`config.mk`:
```
export PLATFORM = sky130hd
export DESIGN_NAME = pixel_pair_filter_flat
export DESIGN_NICKNAME = d
export VERILOG_FILES = /design/src/rtl/imgproc_pkg.sv /design/src/rtl/pixel_pair_filter_if.sv /design/src/rtl/pixel_op.sv /design/src/rtl/pixel_pair_filter.sv /design/src/flat_wrapper.sv
export SDC_FILE = /design/constraint.sdc
export NUM_CORES = 1
export LEC_CHECK = 0
export ABC_CLOCK_PERIOD_IN_PS = 6000
export CORE_ASPECT_RATIO = 1.2
export CORE_MARGIN = 5
export CORE_UTILIZATION = 40
export DETAILED_ROUTE_END_ITERATION = 8
export HOLD_SLACK_MARGIN = 0.1
export PLACE_DENSITY = 0.59
export SLEW_MARGIN = 0
export SYNTH_ARGS = -nofsm -noshare
export SYNTH_HDL_FRONTEND = slang
export SYNTH_SLANG_ARGS = --single-unit
```
`constraint.sdc`:
```
create_clock -name HCLK -period 6 [get_ports HCLK]
set_input_delay 0.9 -clock HCLK [delete_from_list [all_inputs] [get_ports HCLK]]
set_output_delay 0.9 -clock HCLK [all_outputs]
set_load 0.05 [all_outputs]
```
`src/rtl/imgproc_pkg.sv`:
```
// Shared constants and helpers for the pixel pair filter.
package imgproc_pkg;

  localparam int PIX_W = 8;

  localparam logic [1:0] MODE_PASS   = 2'd0;
  localparam logic [1:0] MODE_BRIGHT = 2'd1;
  localparam logic [1:0] MODE_INV    = 2'd2;
  localparam logic [1:0] MODE_THR    = 2'd3;

  // Bits needed to count the pairs of one frame (never less than one bit).
  function automatic int pair_cnt_w(input int width, input int height);
    int pairs;
    pairs = (width * height) / 32'sd2;
    return (pairs > 32'sd2) ? $clog2(pairs) : 32'sd1;
  endfunction

  // Saturate a 10-bit signed brightness sum into the 0..255 channel range.
  function automatic logic [PIX_W-1:0] clamp_u8(input logic signed [PIX_W+1:0] v);
    logic [PIX_W-1:0] r;
    if (v[PIX_W+1]) begin
      r = 8'h00;
    end else if (v[PIX_W]) begin
      r = 8'hFF;
    end else begin
      r = v[PIX_W-1:0];
    end
    return r;
  endfunction

endpackage

```
`src/rtl/pixel_pair_filter_if.sv`:
```
// Two-pixel stream in/out plus per-frame configuration inputs.
interface pixel_pair_filter_if;
  import imgproc_pkg::*;

  logic             hsync_in;
  logic [PIX_W-1:0] DATA_R0, DATA_G0, DATA_B0;
  logic [PIX_W-1:0] DATA_R1, DATA_G1, DATA_B1;
  logic [1:0]       MODE;
  logic [PIX_W-1:0] OFFSET;
  logic [PIX_W-1:0] THRESH;
  logic             hsync;
  logic [PIX_W-1:0] DATA_WRITE_R0, DATA_WRITE_G0, DATA_WRITE_B0;
  logic [PIX_W-1:0] DATA_WRITE_R1, DATA_WRITE_G1, DATA_WRITE_B1;
  logic             frame_done;

  modport master (
    output hsync_in, DATA_R0, DATA_G0, DATA_B0, DATA_R1, DATA_G1, DATA_B1,
    output MODE, OFFSET, THRESH,
    input  hsync, DATA_WRITE_R0, DATA_WRITE_G0, DATA_WRITE_B0,
    input  DATA_WRITE_R1, DATA_WRITE_G1, DATA_WRITE_B1, frame_done
  );

  modport slave (
    input  hsync_in, DATA_R0, DATA_G0, DATA_B0, DATA_R1, DATA_G1, DATA_B1,
    input  MODE, OFFSET, THRESH,
    output hsync, DATA_WRITE_R0, DATA_WRITE_G0, DATA_WRITE_B0,
    output DATA_WRITE_R1, DATA_WRITE_G1, DATA_WRITE_B1, frame_done
  );
endinterface

```
`src/rtl/pixel_op.sv`:
```
// One RGB pixel through both pipeline stages: intermediates, then clamp/select.
module pixel_op
  import imgproc_pkg::*;
(
  input  logic             HCLK,
  input  logic             HRESET,
  input  logic             vld_in,
  input  logic             vld_s1,
  input  logic [PIX_W-1:0] offset,
  input  logic [1:0]       mode_s1,
  input  logic [PIX_W-1:0] thresh_s1,
  input  logic [PIX_W-1:0] r_in,
  input  logic [PIX_W-1:0] g_in,
  input  logic [PIX_W-1:0] b_in,
  output logic [PIX_W-1:0] r_out,
  output logic [PIX_W-1:0] g_out,
  output logic [PIX_W-1:0] b_out
);

  localparam int NCH = 3;

  logic        [PIX_W-1:0] x_s   [NCH];
  logic        [PIX_W-1:0] x_r   [NCH];
  logic signed [PIX_W+1:0] sum_s [NCH];
  logic signed [PIX_W+1:0] sum_r [NCH];
  logic        [PIX_W+1:0] gray_s;
  logic        [PIX_W+1:0] gray_r;
  logic                    thr_hit_s;
  logic        [PIX_W-1:0] res_s [NCH];
  logic        [PIX_W-1:0] out_r [NCH];

  assign x_s[0] = r_in;
  assign x_s[1] = g_in;
  assign x_s[2] = b_in;

  // Stage-1 arithmetic: signed brightness sums and the un-shifted gray sum R+2G+B.
  always_comb begin
    for (int i = 0; i < NCH; i++) begin
      sum_s[i] = $signed({2'b00, x_s[i]}) + $signed({{2{offset[PIX_W-1]}}, offset});
    end
    gray_s = {2'b00, r_in} + {1'b0, g_in, 1'b0} + {2'b00, b_in};
  end

  // Stage-1 registers; zero when no pair is entering.
  always_ff @(posedge HCLK) begin
    if (HRESET) begin
      for (int i = 0; i < NCH; i++) begin
        x_r[i]   <= 8'h00;
        sum_r[i] <= 10'sd0;
      end
      gray_r <= 10'd0;
    end else if (vld_in) begin
      for (int i = 0; i < NCH; i++) begin
        x_r[i]   <= x_s[i];
        sum_r[i] <= sum_s[i];
      end
      gray_r <= gray_s;
    end else begin
      for (int i = 0; i < NCH; i++) begin
        x_r[i]   <= 8'h00;
        sum_r[i] <= 10'sd0;
      end
      gray_r <= 10'd0;
    end
  end

  // (R+2G+B)>>2 >= T is the same test as R+2G+B >= 4T, which keeps all gray bits.
  assign thr_hit_s = (gray_r >= {thresh_s1, 2'b00});

  // Stage-2 operation select per channel.
  always_comb begin
    for (int i = 0; i < NCH; i++) begin
      res_s[i] = x_r[i];
      case (mode_s1)
        MODE_PASS:   res_s[i] = x_r[i];
        MODE_BRIGHT: res_s[i] = clamp_u8(sum_r[i]);
        MODE_INV:    res_s[i] = 8'hFF - x_r[i];
        MODE_THR:    res_s[i] = thr_hit_s ? 8'hFF : 8'h00;
        default:     res_s[i] = x_r[i];
      endcase
    end
  end

  // Stage-2 output registers; zero whenever the output pair is not valid.
  always_ff @(posedge HCLK) begin
    if (HRESET) begin
      for (int i = 0; i < NCH; i++) out_r[i] <= 8'h00;
    end else if (vld_s1) begin
      for (int i = 0; i < NCH; i++) out_r[i] <= res_s[i];
    end else begin
      for (int i = 0; i < NCH; i++) out_r[i] <= 8'h00;
    end
  end

  assign r_out = out_r[0];
  assign g_out = out_r[1];
  assign b_out = out_r[2];

endmodule

```
`src/rtl/pixel_pair_filter.sv`:
```
// Two-pixel point filter: pair counter, per-frame config latch, valid/last pipeline.
module pixel_pair_filter
  import imgproc_pkg::*;
#(
  parameter int WIDTH  = 340,
  parameter int HEIGHT = 230
) (
  input logic               HCLK,
  input logic               HRESET,
  pixel_pair_filter_if.slave bus
);

  localparam int                 PAIRS    = (WIDTH * HEIGHT) / 2;
  localparam int                 CNT_W    = pair_cnt_w(WIDTH, HEIGHT);
  localparam logic [CNT_W-1:0]   LAST_CNT = CNT_W'(PAIRS - 1);
  localparam logic [CNT_W-1:0]   CNT_ONE  = CNT_W'(32'd1);

  logic [CNT_W-1:0] pair_cnt_r;
  logic [1:0]       cfg_mode_r;
  logic [PIX_W-1:0] cfg_offset_r;
  logic [PIX_W-1:0] cfg_thresh_r;
  logic             first_s;
  logic             last_s;
  logic [1:0]       mode_eff_s;
  logic [PIX_W-1:0] offset_eff_s;
  logic [PIX_W-1:0] thresh_eff_s;
  logic             vld1_r;
  logic             last1_r;
  logic [1:0]       mode1_r;
  logic [PIX_W-1:0] thresh1_r;
  logic             vld2_r;
  logic             done2_r;
  logic [PIX_W-1:0] r0_s, g0_s, b0_s, r1_s, g1_s, b1_s;

  assign first_s = bus.hsync_in && (pair_cnt_r == {CNT_W{1'b0}});
  assign last_s  = (pair_cnt_r == LAST_CNT);

  // Pair 0 uses the live config inputs; every later pair uses the latched copy.
  always_comb begin
    mode_eff_s   = cfg_mode_r;
    offset_eff_s = cfg_offset_r;
    thresh_eff_s = cfg_thresh_r;
    if (first_s) begin
      mode_eff_s   = bus.MODE;
      offset_eff_s = bus.OFFSET;
      thresh_eff_s = bus.THRESH;
    end else begin
      mode_eff_s   = cfg_mode_r;
      offset_eff_s = cfg_offset_r;
      thresh_eff_s = cfg_thresh_r;
    end
  end

  // Pair counter, wrapping after the last pair of the frame.
  always_ff @(posedge HCLK) begin
    if (HRESET) begin
      pair_cnt_r <= {CNT_W{1'b0}};
    end else if (bus.hsync_in) begin
      pair_cnt_r <= last_s ? {CNT_W{1'b0}} : pair_cnt_r + CNT_ONE;
    end else begin
      pair_cnt_r <= pair_cnt_r;
    end
  end

  // Config latch, loaded only at the first pair of a frame.
  always_ff @(posedge HCLK) begin
    if (HRESET) begin
      cfg_mode_r   <= 2'd0;
      cfg_offset_r <= 8'h00;
      cfg_thresh_r <= 8'h00;
    end else if (first_s) begin
      cfg_mode_r   <= bus.MODE;
      cfg_offset_r <= bus.OFFSET;
      cfg_thresh_r <= bus.THRESH;
    end else begin
      cfg_mode_r   <= cfg_mode_r;
      cfg_offset_r <= cfg_offset_r;
      cfg_thresh_r <= cfg_thresh_r;
    end
  end

  // Stage-1 control: valid, last flag and the config this pair travels with.
  always_ff @(posedge HCLK) begin
    if (HRESET) begin
      vld1_r    <= 1'b0;
      last1_r   <= 1'b0;
      mode1_r   <= 2'd0;
      thresh1_r <= 8'h00;
    end else if (bus.hsync_in) begin
      vld1_r    <= 1'b1;
      last1_r   <= last_s;
      mode1_r   <= mode_eff_s;
      thresh1_r <= thresh_eff_s;
    end else begin
      vld1_r    <= 1'b0;
      last1_r   <= 1'b0;
      mode1_r   <= 2'd0;
      thresh1_r <= 8'h00;
    end
  end

  // Stage-2 control: output valid and end-of-frame pulse.
  always_ff @(posedge HCLK) begin
    if (HRESET) begin
      vld2_r  <= 1'b0;
      done2_r <= 1'b0;
    end else begin
      vld2_r  <= vld1_r;
      done2_r <= vld1_r && last1_r;
    end
  end

  pixel_op u_pix0 (
    .HCLK(HCLK), .HRESET(HRESET), .vld_in(bus.hsync_in), .vld_s1(vld1_r),
    .offset(offset_eff_s), .mode_s1(mode1_r), .thresh_s1(thresh1_r),
    .r_in(bus.DATA_R0), .g_in(bus.DATA_G0), .b_in(bus.DATA_B0),
    .r_out(r0_s), .g_out(g0_s), .b_out(b0_s)
  );

  pixel_op u_pix1 (
    .HCLK(HCLK), .HRESET(HRESET), .vld_in(bus.hsync_in), .vld_s1(vld1_r),
    .offset(offset_eff_s), .mode_s1(mode1_r), .thresh_s1(thresh1_r),
    .r_in(bus.DATA_R1), .g_in(bus.DATA_G1), .b_in(bus.DATA_B1),
    .r_out(r1_s), .g_out(g1_s), .b_out(b1_s)
  );

  assign bus.hsync         = vld2_r;
  assign bus.frame_done    = done2_r;
  assign bus.DATA_WRITE_R0 = r0_s;
  assign bus.DATA_WRITE_G0 = g0_s;
  assign bus.DATA_WRITE_B0 = b0_s;
  assign bus.DATA_WRITE_R1 = r1_s;
  assign bus.DATA_WRITE_G1 = g1_s;
  assign bus.DATA_WRITE_B1 = b1_s;

endmodule

```
`src/flat_wrapper.sv`:
```
// flat-port wrapper written by rule: the top's interface ports become plain ports
module pixel_pair_filter_flat import imgproc_pkg::*;
#(
  parameter int WIDTH  = 340,
  parameter int HEIGHT = 230
)
  (HCLK, HRESET, bus_hsync_in, bus_DATA_R0, bus_DATA_G0, bus_DATA_B0, bus_DATA_R1, bus_DATA_G1, bus_DATA_B1, bus_MODE, bus_OFFSET, bus_THRESH, bus_hsync, bus_DATA_WRITE_R0, bus_DATA_WRITE_G0, bus_DATA_WRITE_B0, bus_DATA_WRITE_R1, bus_DATA_WRITE_G1, bus_DATA_WRITE_B1, bus_frame_done);
  pixel_pair_filter_if bus_i ();
  input logic HCLK;
  input logic HRESET;
  input wire logic [$bits(bus_i.hsync_in)-1:0] bus_hsync_in;
  input wire logic [$bits(bus_i.DATA_R0)-1:0] bus_DATA_R0;
  input wire logic [$bits(bus_i.DATA_G0)-1:0] bus_DATA_G0;
  input wire logic [$bits(bus_i.DATA_B0)-1:0] bus_DATA_B0;
  input wire logic [$bits(bus_i.DATA_R1)-1:0] bus_DATA_R1;
  input wire logic [$bits(bus_i.DATA_G1)-1:0] bus_DATA_G1;
  input wire logic [$bits(bus_i.DATA_B1)-1:0] bus_DATA_B1;
  input wire logic [$bits(bus_i.MODE)-1:0] bus_MODE;
  input wire logic [$bits(bus_i.OFFSET)-1:0] bus_OFFSET;
  input wire logic [$bits(bus_i.THRESH)-1:0] bus_THRESH;
  output wire logic [$bits(bus_i.hsync)-1:0] bus_hsync;
  output wire logic [$bits(bus_i.DATA_WRITE_R0)-1:0] bus_DATA_WRITE_R0;
  output wire logic [$bits(bus_i.DATA_WRITE_G0)-1:0] bus_DATA_WRITE_G0;
  output wire logic [$bits(bus_i.DATA_WRITE_B0)-1:0] bus_DATA_WRITE_B0;
  output wire logic [$bits(bus_i.DATA_WRITE_R1)-1:0] bus_DATA_WRITE_R1;
  output wire logic [$bits(bus_i.DATA_WRITE_G1)-1:0] bus_DATA_WRITE_G1;
  output wire logic [$bits(bus_i.DATA_WRITE_B1)-1:0] bus_DATA_WRITE_B1;
  output wire logic [$bits(bus_i.frame_done)-1:0] bus_frame_done;
  assign bus_i.hsync_in = bus_hsync_in;
  assign bus_i.DATA_R0 = bus_DATA_R0;
  assign bus_i.DATA_G0 = bus_DATA_G0;
  assign bus_i.DATA_B0 = bus_DATA_B0;
  assign bus_i.DATA_R1 = bus_DATA_R1;
  assign bus_i.DATA_G1 = bus_DATA_G1;
  assign bus_i.DATA_B1 = bus_DATA_B1;
  assign bus_i.MODE = bus_MODE;
  assign bus_i.OFFSET = bus_OFFSET;
  assign bus_i.THRESH = bus_THRESH;
  assign bus_hsync = bus_i.hsync;
  assign bus_DATA_WRITE_R0 = bus_i.DATA_WRITE_R0;
  assign bus_DATA_WRITE_G0 = bus_i.DATA_WRITE_G0;
  assign bus_DATA_WRITE_B0 = bus_i.DATA_WRITE_B0;
  assign bus_DATA_WRITE_R1 = bus_i.DATA_WRITE_R1;
  assign bus_DATA_WRITE_G1 = bus_i.DATA_WRITE_G1;
  assign bus_DATA_WRITE_B1 = bus_i.DATA_WRITE_B1;
  assign bus_frame_done = bus_i.frame_done;
  pixel_pair_filter #(.WIDTH(WIDTH), .HEIGHT(HEIGHT)) u_core (.HCLK(HCLK), .HRESET(HRESET), .bus(bus_i));
endmodule
```
==> results.json, run 1 <==
{
  "synth_enable_flop_cells": 156,
  "yosysWarningCount": 0,
  "clock_latency_late_sink_ps": 520,
  "grt_setup_unrepaired": "false",
  "result_of_the_run": "finished, final reports clean",
  "placedInstanceArea_um2": 14600,
  "cts_hold_repair.buffers": 0,
  "synth_area_um2": 12500,
  "crit_end": "u_core.u_pix0.sum_r[0][29]",
  "ctsLongestPathBuffers": 3,
  "root_buffer": "clkbuf_16",
  "setup.worst_path.class": "primary input to register",
  "drt_iter0_drc": 474,
  "synth_sequential_area_ratio_pct": 48.5,
  "tightestPinTransition_ps": 1150,
  "hold_viol_final": 0,
  "final_cell_area_um2": 15400,
  "grt_util_all_layers_pct": 17.4,
  "min-delay-path-class": "register to register",
  "routed_wire_length_um": 30700,
  "critPathArrivalTime_ps": 4470,
  "route.vias.total": 9183,
  "critical-path-slowest-cell": "clkdlybuf4s50_1",
  "synth_seq_cells": 224,
  "crit-reg2reg-capture": "u_core.u_pix0.sum_r[0][29]",
  "io_buffer_count": 118,
  "ant_nets": 0,
  "std_cell_rows": 70,
  "grt_max_degree": 75,
  "synth_largest_area_cell": "edfxtp_1",
  "critPathLaunch": "bus_hsync_in",
  "nNetsFinal": 1601,
  "footprint_of_the_multi_input_gates_um2": 6610,
  "layout_worst_path_cycle_share_pct": 70.6,
  "synth.avg_cell_area_um2": 10.7,
  "ctsResizeCount": 0,
  "post_drt_via_cell_ratio": 5.00,
  "power.density_cell_area_nw_per_um2": 280,
  "clock_tree.htree_level_count": 1,
  "synth_cells": 1161,
  "yosys.cell_count.top_type": "edfxtp_1",
  "cts_buffers": 25,
  "grt_pass1_wl_um": 47500,
  "worstSetupEndpointType": "register",
  "drt_drc_violations_left": 0,
  "crit_required_ps": 6230,
  "critPathMaxStageDelay_ps": 690,
  "fillCellCount": 2901,
  "async_reset_ff_share_pct": 0,
  "timing.max_cap.violations": 0,
  "die_height_um": 203,
  "grt_pass1_vias": 8978,
  "reg2reg_depth": 11,
  "maxSlewHeadroom_pct": 23.0,
  "synth.area.top_cells": "edfxtp_1, dfxtp_1, ha_1",
  "worst_setup_path_start_kind": "primary input",
  "placeable_core_area_um2": 30700,
  "critPathMaxFanout": 17,
  "worst-path-stages": 11,
  "cts_setup_buffers": 0,
  "timing.critical_path.cells": "clkdlybuf4s50_1 > nand4_1 > nor2_2 > buf_4 > mux2_2 > ha_1 > a211oi_1 > o21ai_0 > a2111oi_0 > o211a_1 > nor3_1",
  "total_leakage_power_nw": 6.33,
  "drt-wirelength-per-cell_um": 16.7,
  "detailedPlacementHpwl_um": 21700,
  "yosys_most_used_dff": "edfxtp_1",
  "crit_family": "compound AO/OA/AOI/OAI gates",
  "synth_top_area_share_pct": 37.6,
  "max-vdd-ir-drop_v": 0.000191,
  "die_area_um2": 34800,
  "finalWeightedCongestion": 0.874,
  "regToRegStartpoint": "u_core.pair_cnt_r[7]",
  "diodes": 0,
  "grt_antenna_before_repair": 0,
  "io_pins": 119,
  "ys_top_cells_by_count": "edfxtp_1, o21ai_0, nor2_1, a21oi_1, ha_1",
  "fin_worst_hold_slack_ps": 443,
  "cts_tree": "built",
  "setup_violations": 0,
  "yosys.cell_types.count": 64,
  "detail_route.first_pass.iterations": 7,
  "achievable-frequency_ghz": 0.236,
  "die_x_um": 171,
  "globalRouteOverflowTotal": 0,
  "buf_inv_stages_crit_path": 2,
  "reg2reg_setup_slack_ps": 2120,
  "cts.sinks": 224,
  "setup_total_negative_slack_ps": 0,
  "initial_core_util_pct": 40.7,
  "syn_to_final_growth_pct": 23.8,
  "seq_area_um2": 6050,
  "final.min_clock_period_ps": 4240,
  "clkSlewWorstSetupHoldPaths_ps": 60,
  "drive_above_1_share_pct": 5.77,
  "finalMaxSlewViolations": 0,
  "fin_skew_ps": 11.0
}
[power by group]
group	switching, mW	internal (mW)	total (mW)	leakage, nW
clock	0.618	0.975	1.59	0.434
combinational	0.544	0.373	0.917	3.77
sequential	0.0422	1.77	1.81	2.13
total	1.20	3.12	4.32	6.33
[metrics by stage]
stage | utilization, % | power (mW) | cells | worst slack [ps]
detailed placement | 47.5 | 2.76 | 1789 | 1240
floorplan | - | 2.48 | 1316 | 2330
finish | 50.3 | 4.32 | 1835 | 1760
global route | 50.3 | 4.54 | 1835 | 1500
CTS | 50.3 | 4.37 | 1835 | 1780
global placement | 47.5 | 2.74 | 1789 | 1350
[flip-flops by register name, summed over array words and instances, names as in the netlist]
name                   cells
u_core.bus.frame_done      1
u_core.bus.hsync           1
u_core.cfg_mode_r          2
u_core.cfg_offset_r        8
u_core.cfg_thresh_r        8
u_core.last1_r             1
u_core.mode1_r             2
u_core.pair_cnt_r         16
u_core.thresh1_r           8
u_core.u_pix0.gray_r      10
u_core.u_pix0.out_r       24
u_core.u_pix0.sum_r       30
u_core.u_pix0.x_r         24
u_core.u_pix1.gray_r      10
u_core.u_pix1.out_r       24
u_core.u_pix1.sum_r       30
u_core.u_pix1.x_r         24
u_core.vld1_r              1
[worst min-delay path by stage]
stage / startpoint / endpoint / slack [ps] / cells after the start
floorplan: u_core.last1_r / u_core.bus.frame_done / 410 / 1
global placement: u_core.last1_r / u_core.bus.frame_done / 440 / 1
detailed placement: u_core.last1_r / u_core.bus.frame_done / 430 / 1
CTS: u_core.last1_r / u_core.bus.frame_done / 450 / 1
global route: u_core.last1_r / u_core.bus.frame_done / 470 / 1
finish: u_core.last1_r / u_core.bus.frame_done / 440 / 1
[layer usage]
layer / global-route usage, % / share of wire, %
met5: 0 / 0
met3: 2.81 / 5.7
met2: 29.7 / 48
met4: 5.60 / 3.1
met1: 22.6 / 43
[cells in the final DEF (no fill, tap or decap), types with 12 or more instances in the layout]
master | synthesis | routed
a211oi_1 | 12 | 12
a21o_1 | 23 | 23
a21oi_1 | 97 | 97
and2_1 | 61 | 61
clkbuf_16 | 0 | 28
clkdlybuf4s50_1 | 0 | 118
conb_1 | 1 | 156
dfxtp_1 | 68 | 67
edfxtp_1 | 156 | 156
fa_1 | 22 | 22
ha_1 | 90 | 90
inv_1 | 43 | 43
mux2i_1 | 13 | 13
nand2_1 | 21 | 21
nand3_1 | 21 | 21
nor2_1 | 107 | 107
nor2b_1 | 14 | 13
nor3_1 | 14 | 14
o21ai_0 | 140 | 140
o21bai_1 | 14 | 14
xnor2_1 | 34 | 34
xor2_1 | 61 | 61
[final cells by class]
type / count / area share [%]
tap: 396 / 3.21
clock buffer: 38 / 4.99
inverter: 44 / 1.07
sequential: 224 / 39.2
timing repair buffer: 126 / 8.04
multi-input combinational: 999 / 42.9
clock inverter: 8 / 0.624
[logic make-up (layout without fill, tap and decap cells)]
logic type,count (synthesis),count (layout),share of synthesized area [%]
mux,21,21,1.77
simple gates,283,283,11.6
buf+inv,93,216,3.23
compound gates,332,332,15.6
other cells,1,156,0.0301
fa+ha+maj,112,112,12.6
xor+xnor,95,95,6.67
flops,224,224,48.5
No activity file was read; power rests on OpenSTA's default activity.
==> inputs of run 2 (changes only) <==
Settings changed: ABC_CLOCK_PERIOD_IN_PS 6000 to 4240.
Clock period 6 ns to 4.24 ns, I/O delays scaled along.
==> results.json, run 2 (synthesis results as in run 1) <==
{
  "net-switching-power_mw": 1.73,
  "finalMaxSlewViolations": 0,
  "share_seq_of_total_power_pct": 43.0,
  "root_buffer": "clkbuf_16",
  "io_buffer_count": 118,
  "detailedPlacementHpwl_um": 22100,
  "layout_worst_path_cycle_share_pct": 87.0,
  "route.vias.total": 9257,
  "final.min_clock_period_ps": 3690,
  "syn_to_final_growth_pct": 23.8,
  "cts.sinks": 224,
  "comb_power_share_pct": 21.9,
  "max-vdd-ir-drop_v": 0.000233,
  "crit_required_ps": 4480,
  "nNetsFinal": 1608,
  "top_flop_regs": "u_core.u_pix0.sum_r x30, u_core.u_pix1.sum_r x30",
  "routed_wire_length_um": 30900,
  "grt_max_degree": 75,
  "result_of_the_run": "finished, final reports clean",
  "grt_pass1_vias": 9044,
  "std_cell_rows": 70,
  "ctsResizeCount": 0,
  "post_drt_via_cell_ratio": 5.02,
  "drt_iter0_drc": 544,
  "hold_viol_final": 0,
  "proportion_of_total_power_due_to_net_switching_pct": 29.0,
  "clock_latency_late_sink_ps": 530,
  "power.density_cell_area_nw_per_um2": 387,
  "drt_drc_violations_left": 0,
  "clock_power_share_pct": 35.1,
  "critical-path-slowest-cell": "a2111oi_0",
  "timing.max_cap.violations": 0,
  "die_height_um": 203,
  "cts_buffers": 25,
  "placedInstanceArea_um2": 14600,
  "clock_tree.htree_level_count": 1,
  "maxSlewHeadroom_pct": 33.4,
  "die_x_um": 171,
  "critPathArrivalTime_ps": 3930,
  "footprint_of_the_multi_input_gates_um2": 6610,
  "seq_area_um2": 6050,
  "cell_internal_pwr_mw": 4.24,
  "fillCellCount": 2844,
  "ctsLongestPathBuffers": 3,
  "crit_family": "compound AO/OA/AOI/OAI gates",
  "drt-wirelength-per-cell_um": 16.7,
  "worstSetupEndpointType": "register",
  "setup.worst_path.class": "register to register",
  "clkSlewWorstSetupHoldPaths_ps": 60,
  "critical_path.most_common_cell": "o21ai_0",
  "worst_setup_path_start_kind": "register",
  "initial_core_util_pct": 40.7,
  "critPathMaxStageDelay_ps": 610,
  "min-delay-path-class": "register to register",
  "critPathMaxFanout": 14,
  "detail_route.first_pass.iterations": 5,
  "grt_setup_unrepaired": "false",
  "grt_pass1_wl_um": 48500,
  "io_pins": 119,
  "setup_total_negative_slack_ps": 0,
  "ant_nets": 0,
  "finalWeightedCongestion": 0.886,
  "placeable_core_area_um2": 30700,
  "cts_setup_buffers": 0,
  "grt_util_all_layers_pct": 17.7,
  "total_leakage_power_nw": 6.34,
  "achievable-frequency_ghz": 0.271,
  "final_cell_area_um2": 15400,
  "drive_above_1_share_pct": 6.09,
  "grt_antenna_before_repair": 1,
  "tightestPinTransition_ps": 999,
  "timing.critical_path.cells": "nor4_2 > nand4_1 > nor2_2 > buf_4 > mux2_2 > ha_1 > o21ai_0 > o21ai_0 > a2111oi_0 > o211a_1 > nor3_1",
  "die_area_um2": 34800,
  "globalRouteOverflowTotal": 0,
  "cts_hold_repair.buffers": 0,
  "setup_violations": 0,
  "buf_inv_stages_crit_path": 1,
  "final_cell_mix": "edfxtp_1, conb_1, o21ai_0",
  "cts_tree": "built",
  "fin_skew_ps": 7.68
}
[run 2: changes by cell type in the layout (fill, tap and decap cells not counted), sizes merged]
cell and change:
bufinv -2, clkinvlp +1, buf +7, diode +2, inv -1, clkbuf -8, clkinv +10
[run 2: power by group through the flow]
| stage | clock network (mW) | registers (mW) | logic (mW) |
|---|---|---|---|
| 3_3_place_gp | 0 | 2.61 | 1.29 |
| 6_report | 2.10 | 2.56 | 1.31 |
| 2_1_floorplan | 0 | 2.68 | 0.832 |
| 4_1_cts | 2.16 | 2.57 | 1.31 |
| 3_5_place_dp | 0 | 2.61 | 1.30 |
| 5_1_grt | 2.25 | 2.58 | 1.46 |
[run 2: final timing paths]
| kind | slack [ps] | cells after the start | to | startpoint |
|---|---|---|---|---|
| setup / recovery | 550 | 11 | u_core.u_pix0.sum_r[0][29] | u_core.pair_cnt_r[7] |
| hold / removal | 450 | 1 | u_core.bus.frame_done | u_core.last1_r |
| setup reg to reg | 550 | 11 | u_core.u_pix0.sum_r[0][29] | u_core.pair_cnt_r[7] |
| hold reg to reg | 450 | 1 | u_core.bus.frame_done | u_core.last1_r |
[run 2: area by class of cell]
type	count	area share (%)
diodes	2	0.0324
clock inverters	16	0.576
inverters	44	1.07
multi-input cells	999	42.9
flip-flops and latches	224	39.2
repair buffers	133	8.47
well taps	396	3.21
clock buffers	30	4.59
[run 2: metal layers]
metal	vias up	routed length (µm)	part of all wire (%)	GRT usage, %
met2	220	15300	50	30.6
met3	59	1590	5.1	2.58
met1	4395	13100	42	23.1
met4	2	850	2.8	4.98
met5	-	11	0.036	0
li1	4581	-	-	-
[run 2: per-stage QoR]
step	setup WS [ps]	cells	hold slack [ps]	total power, mW	util, %
after CTS	569	1842	459	6.03	50.3
after global routing	297	1842	488	6.29	50.3
after detailed placement	202	1796	433	3.91	47.7
final	552	1844	448	5.97	50.3
after global placement	253	1796	438	3.90	47.7
after floorplan	838	1316	406	3.51	-
==> inputs of run 3 (changes only) <==
Settings changed: CAP_MARGIN set to 20, PLACE_DENSITY 0.59 to 0.57.
==> results.json, run 3 (synthesis results as in run 1) <==
{
  "drt_iter0_drc": 492,
  "final_cell_area_um2": 15500,
  "crit_required_ps": 4480,
  "reg2reg_setup_slack_ps": 540,
  "nNetsFinal": 1607,
  "placedInstanceArea_um2": 14600,
  "clock_tree.htree_level_count": 1,
  "placed_instances": 1796,
  "critPathArrivalTime_ps": 3940,
  "fin_skew_ps": 17.4,
  "io_pins": 119,
  "finalMaxSlewViolations": 0,
  "setup.worst_path.class": "register to register",
  "setup_total_negative_slack_ps": 0,
  "drt_drc_violations_left": 0,
  "grt_antenna_before_repair": 0,
  "crit-reg2reg-capture": "u_core.u_pix0.sum_r[0][29]",
  "syn_to_final_growth_pct": 24.1,
  "hold_viol_final": 0,
  "clkSlewWorstSetupHoldPaths_ps": 60,
  "layout_worst_path_cycle_share_pct": 87.3,
  "final.min_clock_period_ps": 3700,
  "setup_violations": 0,
  "root_buffer": "clkbuf_16",
  "fin_worst_hold_slack_ps": 441,
  "final_cell_mix": "edfxtp_1, conb_1, o21ai_0",
  "finalWeightedCongestion": 0.929,
  "ctsLongestPathBuffers": 3,
  "die_area_um2": 34800,
  "detailedPlacementHpwl_um": 22700,
  "detail_route.first_pass.iterations": 4,
  "final_critical_path_setup_slack_ps": 539,
  "timing.max_cap.violations": 0,
  "globalRouteOverflowTotal": 0,
  "final_util_pct": 50.5,
  "routed_wire_length_um": 31400,
  "grt_util_all_layers_pct": 18.0,
  "reg2reg_depth": 10,
  "fillCellCount": 2903,
  "tightestPinTransition_ps": 1050,
  "io_buffer_count": 118,
  "critPathMaxFanout": 8,
  "maxSlewHeadroom_pct": 30.1,
  "achievable-frequency_ghz": 0.270,
  "die_x_um": 171,
  "ant_nets": 0,
  "layout_cells_excl_fill": 1840,
  "drt-wirelength-per-cell_um": 17.1,
  "top_flop_regs": "u_core.u_pix0.sum_r x30, u_core.u_pix1.sum_r x30",
  "drive_above_1_share_pct": 6.02,
  "total_leakage_power_nw": 6.36,
  "grt_pass1_wl_um": 49200,
  "critical-path-slowest-cell": "a2111oi_0",
  "hold_start": "u_core.last1_r",
  "initial_core_util_pct": 40.7,
  "cts_tree": "built",
  "placeable_core_area_um2": 30700,
  "hold_path_cells": 1,
  "worst_setup_path_start_kind": "register",
  "timing.critical_path.cells": "nor4_2 > nand4_1 > nor2_2 > mux2_2 > ha_1 > a211oi_1 > o21ai_0 > a2111oi_0 > o211a_1 > nor3_1",
  "cts_buffers": 24,
  "min_delay_worst_endpoint": "u_core.bus.frame_done",
  "max-vdd-ir-drop_v": 0.000235,
  "cts_hold_repair.buffers": 0,
  "power.density_cell_area_nw_per_um2": 393,
  "regToRegStartpoint": "u_core.pair_cnt_r[7]",
  "grt_pass1_vias": 9121,
  "ctsResizeCount": 0,
  "clock_latency_late_sink_ps": 520,
  "dp_slack_ps": 237,
  "result_of_the_run": "finished, final reports clean",
  "grt_max_degree": 51,
  "route.vias.total": 9240,
  "post_drt_via_cell_ratio": 5.02,
  "die_height_um": 203,
  "diodes": 0,
  "min-delay-path-class": "register to register",
  "grt_setup_unrepaired": "false",
  "critPathMaxStageDelay_ps": 630,
  "std_cell_rows": 70,
  "cts_setup_buffers": 0,
  "worstSetupEndpointType": "register",
  "cts.sinks": 224,
  "total_power_mw": 6.08
}
## run 3: worst max-delay path by stage
stage / from / to / slack [ps] / depth (start not counted)
floorplan: bus_hsync_in / u_core.u_pix1.sum_r[0][29] / 840 / 10
global placement: bus_hsync_in / u_core.u_pix1.sum_r[0][29] / 280 / 10
detailed placement: bus_hsync_in / u_core.u_pix0.sum_r[0][29] / 240 / 10
CTS: u_core.pair_cnt_r[7] / u_core.u_pix1.sum_r[0][29] / 580 / 10
global route: u_core.pair_cnt_r[7] / u_core.u_pix1.sum_r[0][29] / 140 / 10
finish: u_core.pair_cnt_r[7] / u_core.u_pix0.sum_r[0][29] / 540 / 10
## run 3: metal layers
metal | GRT usage, % | wire length (µm) | share of wire (%)
met3 | 2.37 | 1470 | 4.7
met2 | 31.1 | 15400 | 49
met5 | 0 | 0 | 0
met4 | 4.56 | 726 | 2.3
met1 | 23.9 | 13900 | 44
## run 3: area by class of cell
class | count | area, µm² | area share (%)
multi-input combinational | 999 | 6610 | 42.7
sequential | 224 | 6050 | 39.1
timing repair buffer | 133 | 1310 | 8.44
clock buffer | 39 | 796 | 5.14
tap | 396 | 495 | 3.20
inverter | 44 | 165 | 1.07
clock inverter | 5 | 46.3 | 0.299
## run 3: report_power, final
group          switching (mW)  total (mW)  internal [mW]
combinational           0.783        1.32          0.535
clock                   0.861        2.20           1.34
sequential             0.0579        2.56           2.51
## run 3: critical path: cells and delay by family (launching register included)
family / cells / cell delay [ps]
flip-flops: 1 / 370
adder cells (fa/ha/maj): 1 / 340
AO/OA/AOI/OAI: 4 / 1320
multiplexers: 1 / 520
AND/OR/NAND/NOR: 4 / 860
